File: src/rtl/exec_ctrl_pkg.sv
// rtl/exec_ctrl_pkg.sv - shared types, widths and parameter check for the run-control block
// Purpose: debounce FSM state encoding, min-high hold counter width, MIN_HIGH legality check.
// Ports: none (package).
package exec_ctrl_pkg;

  typedef enum logic [1:0] {
    IDLE         = 2'd0,
    PRESS_WAIT   = 2'd1,
    PRESSED      = 2'd2,
    RELEASE_WAIT = 2'd3
  } db_state_t;

  localparam int HOLD_W = 4;

  // The execution stage needs 5 high cycles to leave reset, and MIN_HIGH-1 must fit the hold counter.
  function automatic bit min_high_ok(input int min_high);
    return (min_high >= 5) && (min_high <= (1 << HOLD_W));
  endfunction

endpackage

File: src/rtl/exec_button_ctrl_if.sv
// rtl/exec_button_ctrl_if.sv - button/halt in, run level out, bundled as one port
// Purpose: groups the run-control signals between the board/core side and exec_button_ctrl.
// Signals: btn_raw (raw button), halt (core halt level), exec (run level),
//          btn_pulse (accepted press strobe), running (status copy of exec).
// Modports: master = driver of btn_raw/halt, slave = exec_button_ctrl.
interface exec_button_ctrl_if;
  logic btn_raw;
  logic halt;
  logic exec;
  logic btn_pulse;
  logic running;

  modport master (output btn_raw, output halt, input exec, input btn_pulse, input running);
  modport slave  (input btn_raw, input halt, output exec, output btn_pulse, output running);
endinterface

File: src/rtl/btn_sync_debounce.sv
// rtl/btn_sync_debounce.sv - two-flop synchroniser plus debounce FSM producing one strobe per press
// Purpose: accept a press/release only after DEBOUNCE_CYCLES stable synchronised cycles.
// Ports: i_clk, i_rst (async active-high), i_btn_raw (async bouncy button),
//        o_btn_pulse (one-cycle strobe per accepted press).
module btn_sync_debounce
  import exec_ctrl_pkg::*;
#(
  parameter int DEBOUNCE_CYCLES = 500000,
  parameter int CNT_W           = 20
) (
  input  logic i_clk,
  input  logic i_rst,
  input  logic i_btn_raw,
  output logic o_btn_pulse
);

  localparam logic [CNT_W-1:0] CNT_DONE = CNT_W'(DEBOUNCE_CYCLES);

  logic             r_sync1;
  logic             r_btn_s;
  logic [1:0]       r_warm;
  logic             r_armed;
  db_state_t        r_state;
  db_state_t        w_state_nxt;
  logic [CNT_W-1:0] r_cnt;
  logic [CNT_W-1:0] w_cnt_nxt;
  logic             r_pulse;
  logic             w_pulse_nxt;

  // r_warm marks when r_btn_s reflects the real button again after reset; until the button is
  // then seen released (r_armed), a button held through reset cannot start a press.
  always_ff @(posedge i_clk or posedge i_rst) begin
    if (i_rst) begin
      r_sync1 <= 1'b0;
      r_btn_s <= 1'b0;
      r_warm  <= 2'b00;
      r_armed <= 1'b0;
    end else begin
      r_sync1 <= i_btn_raw;
      r_btn_s <= r_sync1;
      r_warm  <= {r_warm[0], 1'b1};
      if (r_warm[1] && !r_btn_s) begin
        r_armed <= 1'b1;
      end
    end
  end

  always_ff @(posedge i_clk or posedge i_rst) begin
    if (i_rst) begin
      r_state <= IDLE;
      r_cnt   <= '0;
      r_pulse <= 1'b0;
    end else begin
      r_state <= w_state_nxt;
      r_cnt   <= w_cnt_nxt;
      r_pulse <= w_pulse_nxt;
    end
  end

  always_comb begin
    w_state_nxt = r_state;
    w_cnt_nxt   = r_cnt;
    case (r_state)
      IDLE: begin
        if (r_btn_s && r_armed) begin
          w_state_nxt = PRESS_WAIT;
          w_cnt_nxt   = CNT_W'(1);
        end
      end
      PRESS_WAIT: begin
        if (!r_btn_s) begin
          w_state_nxt = IDLE;
          w_cnt_nxt   = '0;
        end else if (r_cnt == CNT_DONE) begin
          w_state_nxt = PRESSED;
          w_cnt_nxt   = '0;
        end else begin
          w_cnt_nxt   = r_cnt + CNT_W'(1);
        end
      end
      PRESSED: begin
        if (!r_btn_s) begin
          w_state_nxt = RELEASE_WAIT;
          w_cnt_nxt   = CNT_W'(1);
        end
      end
      RELEASE_WAIT: begin
        if (r_btn_s) begin
          w_state_nxt = PRESSED;
          w_cnt_nxt   = '0;
        end else if (r_cnt == CNT_DONE) begin
          w_state_nxt = IDLE;
          w_cnt_nxt   = '0;
        end else begin
          w_cnt_nxt   = r_cnt + CNT_W'(1);
        end
      end
      default: begin
        w_state_nxt = IDLE;
        w_cnt_nxt   = '0;
      end
    endcase
  end

  // Strobe is registered on the PRESS_WAIT -> PRESSED transition only, so holding gives one pulse.
  always_comb begin
    w_pulse_nxt = (r_state == PRESS_WAIT) && r_btn_s && (r_cnt == CNT_DONE);
  end

  assign o_btn_pulse = r_pulse;

endmodule

File: src/rtl/exec_button_ctrl.sv
// rtl/exec_button_ctrl.sv - run-control stage: debounced start button, halt, minimum exec high time
// Purpose: drives exec high on an accepted press and low on halt, never shorter than MIN_HIGH cycles.
// Ports: clock, reset (async active-high), bus (exec_button_ctrl_if.slave:
//        btn_raw/halt in, exec/btn_pulse/running out).
// Build option: EXEC_TOGGLE_EN - when defined, a press while running also stops exec.
module exec_button_ctrl
  import exec_ctrl_pkg::*;
#(
  parameter int DEBOUNCE_CYCLES = 500000,
  parameter int CNT_W           = 20,
  parameter int MIN_HIGH        = 8
) (
  input logic               clock,
  input logic               reset,
  exec_button_ctrl_if.slave bus
);

  if (!min_high_ok(MIN_HIGH) || ((64'd1 << CNT_W) <= 64'(DEBOUNCE_CYCLES))) begin : g_bad_params
    $error("exec_button_ctrl: MIN_HIGH must be 5..16 and 2**CNT_W > DEBOUNCE_CYCLES");
  end

  localparam logic [HOLD_W-1:0] HOLD_INIT = HOLD_W'(MIN_HIGH - 1);

  logic              w_btn_pulse;
  logic              w_stop_req;
  logic              r_exec;
  logic              r_stop_pend;
  logic [HOLD_W-1:0] r_hold;

  btn_sync_debounce #(
    .DEBOUNCE_CYCLES (DEBOUNCE_CYCLES),
    .CNT_W           (CNT_W)
  ) u_debounce (
    .i_clk       (clock),
    .i_rst       (reset),
    .i_btn_raw   (bus.btn_raw),
    .o_btn_pulse (w_btn_pulse)
  );

`ifdef EXEC_TOGGLE_EN
  assign w_stop_req = bus.halt | w_btn_pulse;
`else
  assign w_stop_req = bus.halt;
`endif

  // While r_hold is nonzero, stop requests are only remembered; the stop lands on the first
  // edge that sees r_hold == 0, which gives exactly MIN_HIGH high cycles.
  always_ff @(posedge clock or posedge reset) begin
    if (reset) begin
      r_exec      <= 1'b0;
      r_hold      <= '0;
      r_stop_pend <= 1'b0;
    end else if (!r_exec) begin
      if (w_btn_pulse && !bus.halt) begin
        r_exec      <= 1'b1;
        r_hold      <= HOLD_INIT;
        r_stop_pend <= 1'b0;
      end
    end else if (r_hold != '0) begin
      r_hold <= r_hold - HOLD_W'(1);
      if (w_stop_req) begin
        r_stop_pend <= 1'b1;
      end
    end else if (r_stop_pend || w_stop_req) begin
      r_exec      <= 1'b0;
      r_stop_pend <= 1'b0;
    end
  end

  assign bus.exec      = r_exec;
  assign bus.running   = r_exec;
  assign bus.btn_pulse = w_btn_pulse;

endmodule

File: src/flat_wrapper.sv
// flat-port wrapper written by rule: the top's interface ports become plain ports
module exec_button_ctrl_flat import exec_ctrl_pkg::*;
#(
  parameter int DEBOUNCE_CYCLES = 500000,
  parameter int CNT_W           = 20,
  parameter int MIN_HIGH        = 8
)
  (clock, reset, bus_btn_raw, bus_halt, bus_exec, bus_btn_pulse, bus_running);
  exec_button_ctrl_if bus_i ();
  input logic clock;
  input logic reset;
  input wire logic [$bits(bus_i.btn_raw)-1:0] bus_btn_raw;
  input wire logic [$bits(bus_i.halt)-1:0] bus_halt;
  output wire logic [$bits(bus_i.exec)-1:0] bus_exec;
  output wire logic [$bits(bus_i.btn_pulse)-1:0] bus_btn_pulse;
  output wire logic [$bits(bus_i.running)-1:0] bus_running;
  assign bus_i.btn_raw = bus_btn_raw;
  assign bus_i.halt = bus_halt;
  assign bus_exec = bus_i.exec;
  assign bus_btn_pulse = bus_i.btn_pulse;
  assign bus_running = bus_i.running;
  exec_button_ctrl #(.DEBOUNCE_CYCLES(DEBOUNCE_CYCLES), .CNT_W(CNT_W), .MIN_HIGH(MIN_HIGH)) u_core (.clock(clock), .reset(reset), .bus(bus_i));
endmodule
File: config.mk
export PLATFORM = sky130hd
export DESIGN_NAME = exec_button_ctrl_flat
export DESIGN_NICKNAME = d
export VERILOG_FILES = /design/src/rtl/exec_ctrl_pkg.sv /design/src/rtl/exec_button_ctrl_if.sv /design/src/rtl/btn_sync_debounce.sv /design/src/rtl/exec_button_ctrl.sv /design/src/flat_wrapper.sv
export SDC_FILE = /design/constraint.sdc
export NUM_CORES = 1
export LEC_CHECK = 0
export BUFFER_PORTS_ARGS = -buffer_cell sky130_fd_sc_hd__clkbuf_2
export CORE_UTILIZATION = 55
export CTS_BUF_LIST = sky130_fd_sc_hd__clkbuf_8
export CTS_CLUSTER_DIAMETER = 40
export DETAILED_ROUTE_END_ITERATION = 16
export PLACE_DENSITY = 0.75
export SETUP_SLACK_MARGIN = 0.15
export SYNTH_ARGS = -nofsm -noshare
export SYNTH_HDL_FRONTEND = slang
export SYNTH_SLANG_ARGS = --single-unit
File: constraint.sdc
create_clock -name clock -period 1.8 [get_ports clock]
set_input_delay 0.09 -clock clock [delete_from_list [all_inputs] [get_ports clock]]
set_output_delay 0.09 -clock clock [all_outputs]
set_load 0.005 [all_outputs]
After elaboration in Yosys (flattened, before gate mapping)
Cells that the tools add are included. W data, S select, Z words.

$add $sub $neg: 2. Multipliers: 0. Div/mod/pow operators: 0. $lt $le $gt $ge: 0. Equality and inequality tests: 11. Shift operators: 0. Muxes and demuxes: 25. Bitwise logic cells: 0. Reductions and logical operators: 15.

Operator list (number): $mux W20 (5); $pmux W20 S4 (1); $add A20 B1 Y20 const B (1); $eq A20 B19 Y1 const B (1); $mux W2 (6); $mux W4 (3); $ne A3 B3 Y1 const B (4); $mux W1 (9); $pmux W2 S4 (1); $ne A2 B2 Y1 const B (3); $logic_and A1 B1 Y1 (5); $eq A2 B2 Y1 const B (2); $reduce_and A2 Y1 (2); $reduce_and A4 Y1 (1); $reduce_bool A4 Y1 (1); $sub A4 B1 Y4 const B (1); $reduce_and A3 Y1 (1); $eq A2 B1 Y1 const B (1); $logic_not A1 Y1 (2); $logic_not A2 Y1 (1); $reduce_bool A2 Y1 (1); $logic_or A1 B1 Y1 (1).

Flip-flop bits (word level): 34. Latch bits: 0. Memory bits (writable): 0. Bits in read-only memories: 0. Input port bits: 4. Logic and storage cells: 63. Memories: 0.

Logic depth before layout (Yosys ltp)
Gate-level depths: netlist (run 1).

Depth in word-level cells: 4. Gate-level depth with buffers: 9. Mapped depth without buffers: 7.

Modules after synthesis
Synthesis (run 1) repeated with hierarchy kept, for this count alone.

Cells, all modules: 186. Area total of the unflattened synthesis: 1819.2 um^2.

Modules (own cells, without submodules): btn_sync_debounce (times used 1, cells an instance 154, area an instance 1490.2 um^2, sequential area each 700.7 um^2); exec_button_ctrl (times used 1, cells an instance 32, area an instance 329.1 um^2, sequential area each 150.1 um^2).

Worst setup path before layout (run 1)
OpenSTA, ideal clock, no wires.

Path kind: register to register. From: register u_core.u_debounce.r_cnt[0]. To: register with a tool-made name. Setup time: 0.125 ns. Arrival: 1.573 ns. Path slack: 0.102 ns. Cell stages (with the launch flop): 9. Path buffers: 1. Clock period less this slack: 1.698 ns. Cell sequence: dfrtp_1 > inv_1 > ha_1 > nor4b_2 > and4_1 > a21o_1 > buf_6 > nand2_2 > mux2_4.

RTL lines: start: declaration (RTL line btn_sync_debounce.sv:25) `logic [CNT_W-1:0] r_cnt;`; start signal: assignment (RTL line btn_sync_debounce.sv:55) `r_cnt <= w_cnt_nxt;`.

==> results of run 1 <==
-- path summary, 6_finish.rpt --
path | from | end | slack (ps)
worst min-delay path | bus_halt | u_core.r_stop_pend | 130
worst max-delay path | u_core.u_debounce.r_cnt[0] | flip-flop | 10
min in group asynchronous | reset | asynchronous set/reset pin | 430
max in group asynchronous | reset | u_core.u_debounce.r_cnt[5] | 1050
worst min register to register | u_core.u_debounce.r_sync1 | u_core.u_debounce.r_btn_s | 360
worst max register to register | u_core.u_debounce.r_cnt[0] | flip-flop | 10
-- metal layers --
| layer | routed length [µm] | vias to the layer above | part of all wire [%] | global-route usage [%] |
|---|---|---|---|---|
| li1 | - | 761 | - | - |
| met1 | 1955 | 807 | 41 | 33.71 |
| met2 | 2350 | 78 | 50 | 46.43 |
| met3 | 278 | 20 | 5.9 | 6.593 |
| met4 | 134 | 0 | 2.8 | 19.73 |
| met5 | 0 | - | 0 | 0 |
-- tightest hold or removal path: stages --
cell	delay [ps]
clkbuf_2	100
a21oi_1	150
a211oi_1	60
-- cell usage after synthesis, types with 3 or more instances --
| library cell | count |
|---|---|
| a21o_1 | 10 |
| a21oi_1 | 11 |
| buf_6 | 3 |
| dfrtp_1 | 34 |
| ha_1 | 3 |
| inv_1 | 9 |
| nand2_1 | 15 |
| nand3_1 | 9 |
| nand4_1 | 5 |
| nor2_1 | 9 |
| nor2b_1 | 3 |
| nor3_1 | 6 |
| nor3b_1 | 4 |
| nor4_1 | 4 |
| o21ai_0 | 12 |
| o21ai_1 | 4 |
| xor2_1 | 3 |
-- cell type report --
type                       instances  area, µm²
multi-input combinational        134       1015
sequential                        34      852.1
fill                             203      674.4
timing repair buffer              42      327.8
clock buffer                       6      82.58
tap                               44      55.05
inverter                           9      33.78
clock inverter                     2      12.51
-- layout by cell type, fill, tap and decap left out, drive strengths merged, types with 3 or more instances in the layout --
master and instances:
a21o 10, a21oi 11, buf 33, clkbuf 12, dfrtp 34, ha 3, inv 9, nand2 16
nand3 9, nand4 6, nor2 9, nor2b 3, nor3 6, nor3b 4, nor4 6, o21ai 17
xor2 3
-- state kept, by name, indices dropped and copies added, names as in the netlist, named ones only --
register / cells
u_core.bus.exec: 1
u_core.r_hold: 4
u_core.r_stop_pend: 1
u_core.u_debounce.o_btn_pulse: 1
u_core.u_debounce.r_armed: 1
u_core.u_debounce.r_btn_s: 1
u_core.u_debounce.r_cnt: 20
u_core.u_debounce.r_state: 1
u_core.u_debounce.r_sync1: 1
u_core.u_debounce.r_warm: 2
-- per-stage QoR --
| step | utilization, % | area, µm² | setup WS [ps] | hold WS (ps) |
|---|---|---|---|---|
| after floorplan | - | 1780 | 157.3 | 121.4 |
| after global placement | 65.37 | 1996 | -50.92 | 182.4 |
| after detailed placement | 65.37 | 1996 | -83.74 | 200.5 |
| after CTS | 71.97 | 2197 | -44.26 | 139.3 |
| after global routing | 77.91 | 2379 | -36.72 | 173.6 |
| final | 77.91 | 2379 | 13.19 | 130.3 |
-- kinds of logic after synthesis --
logic type	share of synthesized area [%]
multiplexers	1.405
AO/OA/AOI/OAI	19.18
AND/OR/NAND/NOR	23.12
flip-flops	47.79
buffers and inverters	4.708
adder cells (fa/ha/maj)	2.108
other	0.2106
XOR/XNOR	1.476
-- where the power goes --
group,switching (W),leakage (nW),internal [W]
logic,0.000507,0.606,0.000473
clock network,0.000298,0.0472,0.000307
registers,0.0000725,0.447,0.000818
total,0.000877,1.10,0.00160
-- what timing repair did --
action | CTS | global route
setup endpoints to repair | 19 | 22
pin swaps | 11 | 8
cloned | 0 | 1
endpoints found under the hold margin | 35 | 0
setup buffers | 2 | 7
resized for setup | 16 | 26
hold buffers | 2 | 0
==> results.cfg, run 1 <==
[route]
wl_um = 4718
post_drt_via_cell_ratio = 6.148
drc_errors = 0
ant_nets = 0
dr.pass1.iters = 4
wl_per_cell_um = 17.41
via_count = 1666
drt_iter0_markers = 150

[sta]
setup_violations = 0
setup_tns_ps = 0
period_share_pct = 99.27
clock.fmax_mhz = 559.7
rsz0062_at_grt = true
period_needed_ps = 1787
drv_slew = 0
fin_skew_ps = 6.736
final_hold_viol_count = 0

[placement]
gp_congestion = 0.9046
port_buffers = 6
place_hpwl_um = 2861
dp_cells = 251

[pwr]
finalPower_w = 0.002476
power_density_nw_per_um2 = 1041
vdd_drop_max_mv = 0.8999
p_leak_nw = 1.100

[floorplan]
dieArea_um2 = 3469
core-area_um2 = 3053
die_h_um = 58.90
start_util_pct = 58.32
rows = 20
die_w_um = 58.90
pin_count = 7

[yosys]
synth_ff_type = dfrtp_1
synth.top_cell.area_share_pct = 47.79
synth_edf_count = 0
synth.area.top_cells = dfrtp_1, a21o_1, o21ai_0
avgSynthCellArea_um2 = 9.729
synth-async-reset-ratio_pct = 100.0
synth_top_area_cell = dfrtp_1
ys_warn_count = 0
syn_nets = 190
synthCells = 183
synth_area_um2 = 1780
ys_types = 47
ys_seq_area_share_pct = 47.79
ys_ff_latch = 34

[setup_path]
slowest_delay_ps = 410
crit_chain = inv_2, ha_4, nor4b_4, and4_4, a21o_4, buf_6, nand2_2, mux2_4
cp-end-kind = flip-flop
start_kind = flip-flop
critPathBufInv = 2
path_depth = 8
slowest_stage = dfrtp_1
crit_type = flip-flop to flip-flop
cp_max_fo = 3
arrival_ps = 1980
cp_top_family = simple AND/OR/NAND/NOR gates
r2r_cells = 8
cp_data_required_time_ps = 1990

[run_status]
status = completed

[clocking]
cts_tree = yes
cts.sinks = 34
clk_path_buf_depth = 2
cts_buffers = 5
cts-root-buf = clkbuf_8
h-tree-depth = 2
clk_latency_ps = 300
cts.clk_slew.worst_paths_ps = 70

[hold_path]
hold_class = input port to flip-flop
min_path_cells = 3

[cells_and_area]
final_cells = 271
drive_gt1_share_pct = 34.36
syn2layout_area_growth_pct = 33.59
num_antenna_cells = 0
final_nets = 233

[global_route]
grt_overflow_total = 0
grt_pass1_wl_um = 7265
grt_max_degree = 35
track_usage_pct = 28.67
grt_pass1_vias = 1626
antenna_found_initial = 0

[job]
max_cap_viol_count = 0
Power figures use the tool's default switching activity.
==> inputs of run 2 (changes only) <==
Settings changed: PLACE_DENSITY 0.75 to 0.72.
Clock period 1.8 ns to 1.7 ns, I/O delays scaled along.
==> results.cfg, run 2 (synthesis results as in run 1) <==
[run_status]
status = finished, violations left
failed_checks = setup timing

[floorplan]
rows = 20
pin_count = 7
die_h_um = 58.90
core-area_um2 = 3053
die_w_um = 58.90
start_util_pct = 58.32
dieArea_um2 = 3469

[setup_path]
r2r_setup_slack_ps = -150
arrival_ps = 2030
worstReg2RegStart = u_core.u_debounce.r_cnt[2]
worstSetupStartpoint = u_core.u_debounce.r_cnt[2]
cp_max_fo = 6
cp-end-kind = flip-flop
r2r_cells = 7
cp_data_required_time_ps = 1880
endpoint = u_core.u_debounce.r_cnt[6]
crit_type = flip-flop to flip-flop
start_kind = flip-flop
timing.rr.end = u_core.u_debounce.r_cnt[6]

[sta]
clock.fmax_mhz = 539.4
fin_skew_ps = 7.451
fin_ws_ps = -153.9
rsz0062_at_grt = true
setup_violations = 19
setup_tns_ps = -1977
period_share_pct = 109.1
drv_slew = 0
whs_ps = 151.8
final_hold_viol_count = 0
period_needed_ps = 1854

[clocking]
clk_latency_ps = 290
cts.sinks = 34
cts-root-buf = clkbuf_8
cts.clk_slew.worst_paths_ps = 80
h-tree-depth = 2
cts_buffers = 5
clk_path_buf_depth = 2
cts_tree = yes

[route]
drt_iter0_markers = 138
wl_um = 5539
post_drt_via_cell_ratio = 6.155
drc_errors = 0
wl_per_cell_um = 19.03
dr.pass1.iters = 4
via_count = 1791
ant_nets = 0

[cells_and_area]
final_common_cell = buf_4
syn2layout_area_growth_pct = 44.62
layout_common_cells = buf_4, dfrtp_1, buf_6
finish.utilization_pct = 84.34
final_cells = 291
drive_gt1_share_pct = 39.27
regMostFlops = u_core.u_debounce.r_cnt
top_regs = u_core.u_debounce.r_cnt x20, u_core.r_hold x4, u_core.u_debounce.r_warm x2
largest_register_ffs = 20
final_nets = 253
num_antenna_cells = 0

[pwr]
power_density_nw_per_um2 = 1172
p_leak_nw = 1.208
vdd_drop_max_mv = 1.069

[placement]
gp_congestion = 0.8686
place_hpwl_um = 2952
port_buffers = 6
dp_cells = 262

[global_route]
grt_pass1_vias = 1624
grt_overflow_total = 0
antenna_found_initial = 0
grt_pass1_wl_um = 7369
grt_max_degree = 35
track_usage_pct = 29.12

[hold_path]
hold_class = input port to flip-flop

[job]
max_cap_viol_count = 0
## run 2: changes by cell type in the layout (fill, tap and decap cells not counted), moves of 2 or more
cell / previous run / this run
o21ai_1: 6 / 10
o21ai_2: 1 / 4
nand2_2: 2 / 0
ha_2: 0 / 2
nor3_1: 4 / 6
nor3b_1: 4 / 1
buf_4: 28 / 37
buf_6: 5 / 16
o21ai_0: 9 / 3
nor3b_2: 0 / 2
## run 2: metrics by stage
| stage | worst slack, ps | instance area [µm²] | power (W) |
|---|---|---|---|
| floorplan | 57.72 | 1790 | 0.001403 |
| global placement | -117.6 | 2088 | 0.001688 |
| detailed placement | -180.4 | 2088 | 0.001727 |
| CTS | -137.1 | 2384 | 0.002662 |
| global route | -217.1 | 2575 | 0.003135 |
| finish | -153.9 | 2575 | 0.003018 |
## run 2: cell type report
type | count | area [µm²]
Inverter | 9 | 33.78
Fill cell | 166 | 478.0
Multi-Input combinational cell | 134 | 1002
Clock inverter | 3 | 45.04
Timing Repair Buffer | 62 | 519.2
Sequential cell | 34 | 850.8
Clock buffer | 5 | 68.82
Tap cell | 44 | 55.05
## run 2: how the worst min path moves through the flow
stage | startpoint | endpoint | slack (ps) | depth (start not counted)
after floorplan | bus_btn_raw | u_core.u_debounce.r_sync1 | 120 | 0
final | bus_halt | u_core.r_stop_pend | 150 | 3
after global routing | bus_halt | u_core.r_stop_pend | 140 | 3
after CTS | bus_halt | u_core.r_stop_pend | 140 | 3
after detailed placement | reset | u_core.u_debounce.r_sync1 | 180 | 3
after global placement | reset | u_core.u_debounce.r_sync1 | 170 | 3
## run 2: repair_timing
action,in CTS,in global routing
hold buffers,2,0
pin swaps,10,21
buffers inserted,9,9
endpoints found under the hold margin,35,0
gates cloned,0,1
gates resized for setup,22,32
endpoints found under the setup margin,22,23
## run 2: critical path: stages (launching register included)
cell and delay [ps]:
dfrtp_1 410, nor4_2 410, and4_4 300, a21o_4 150, buf_6 100, buf_6 110, o21ai_1 80, a21o_1 200
## run 2: where the power goes
| group | switching (W) | total, W | internal, W |
|---|---|---|---|
| Clock | 0.000320 | 0.000756 | 0.000436 |
| Sequential | 0.0000431 | 0.000910 | 0.000867 |
| Combinational | 0.000658 | 0.00135 | 0.000693 |
| Total | 0.00102 | 0.00302 | 0.00200 |
## run 2: layer usage
| layer | GRT usage [%] | part of all wire, % | up-vias |
|---|---|---|---|
| met4 | 12.59 | 4.5 | 0 |
| met2 | 47.08 | 50 | 104 |
| met3 | 7.033 | 7.2 | 25 |
| met5 | 0 | 0 | - |
| met1 | 37.15 | 39 | 857 |
| li1 | - | - | 805 |
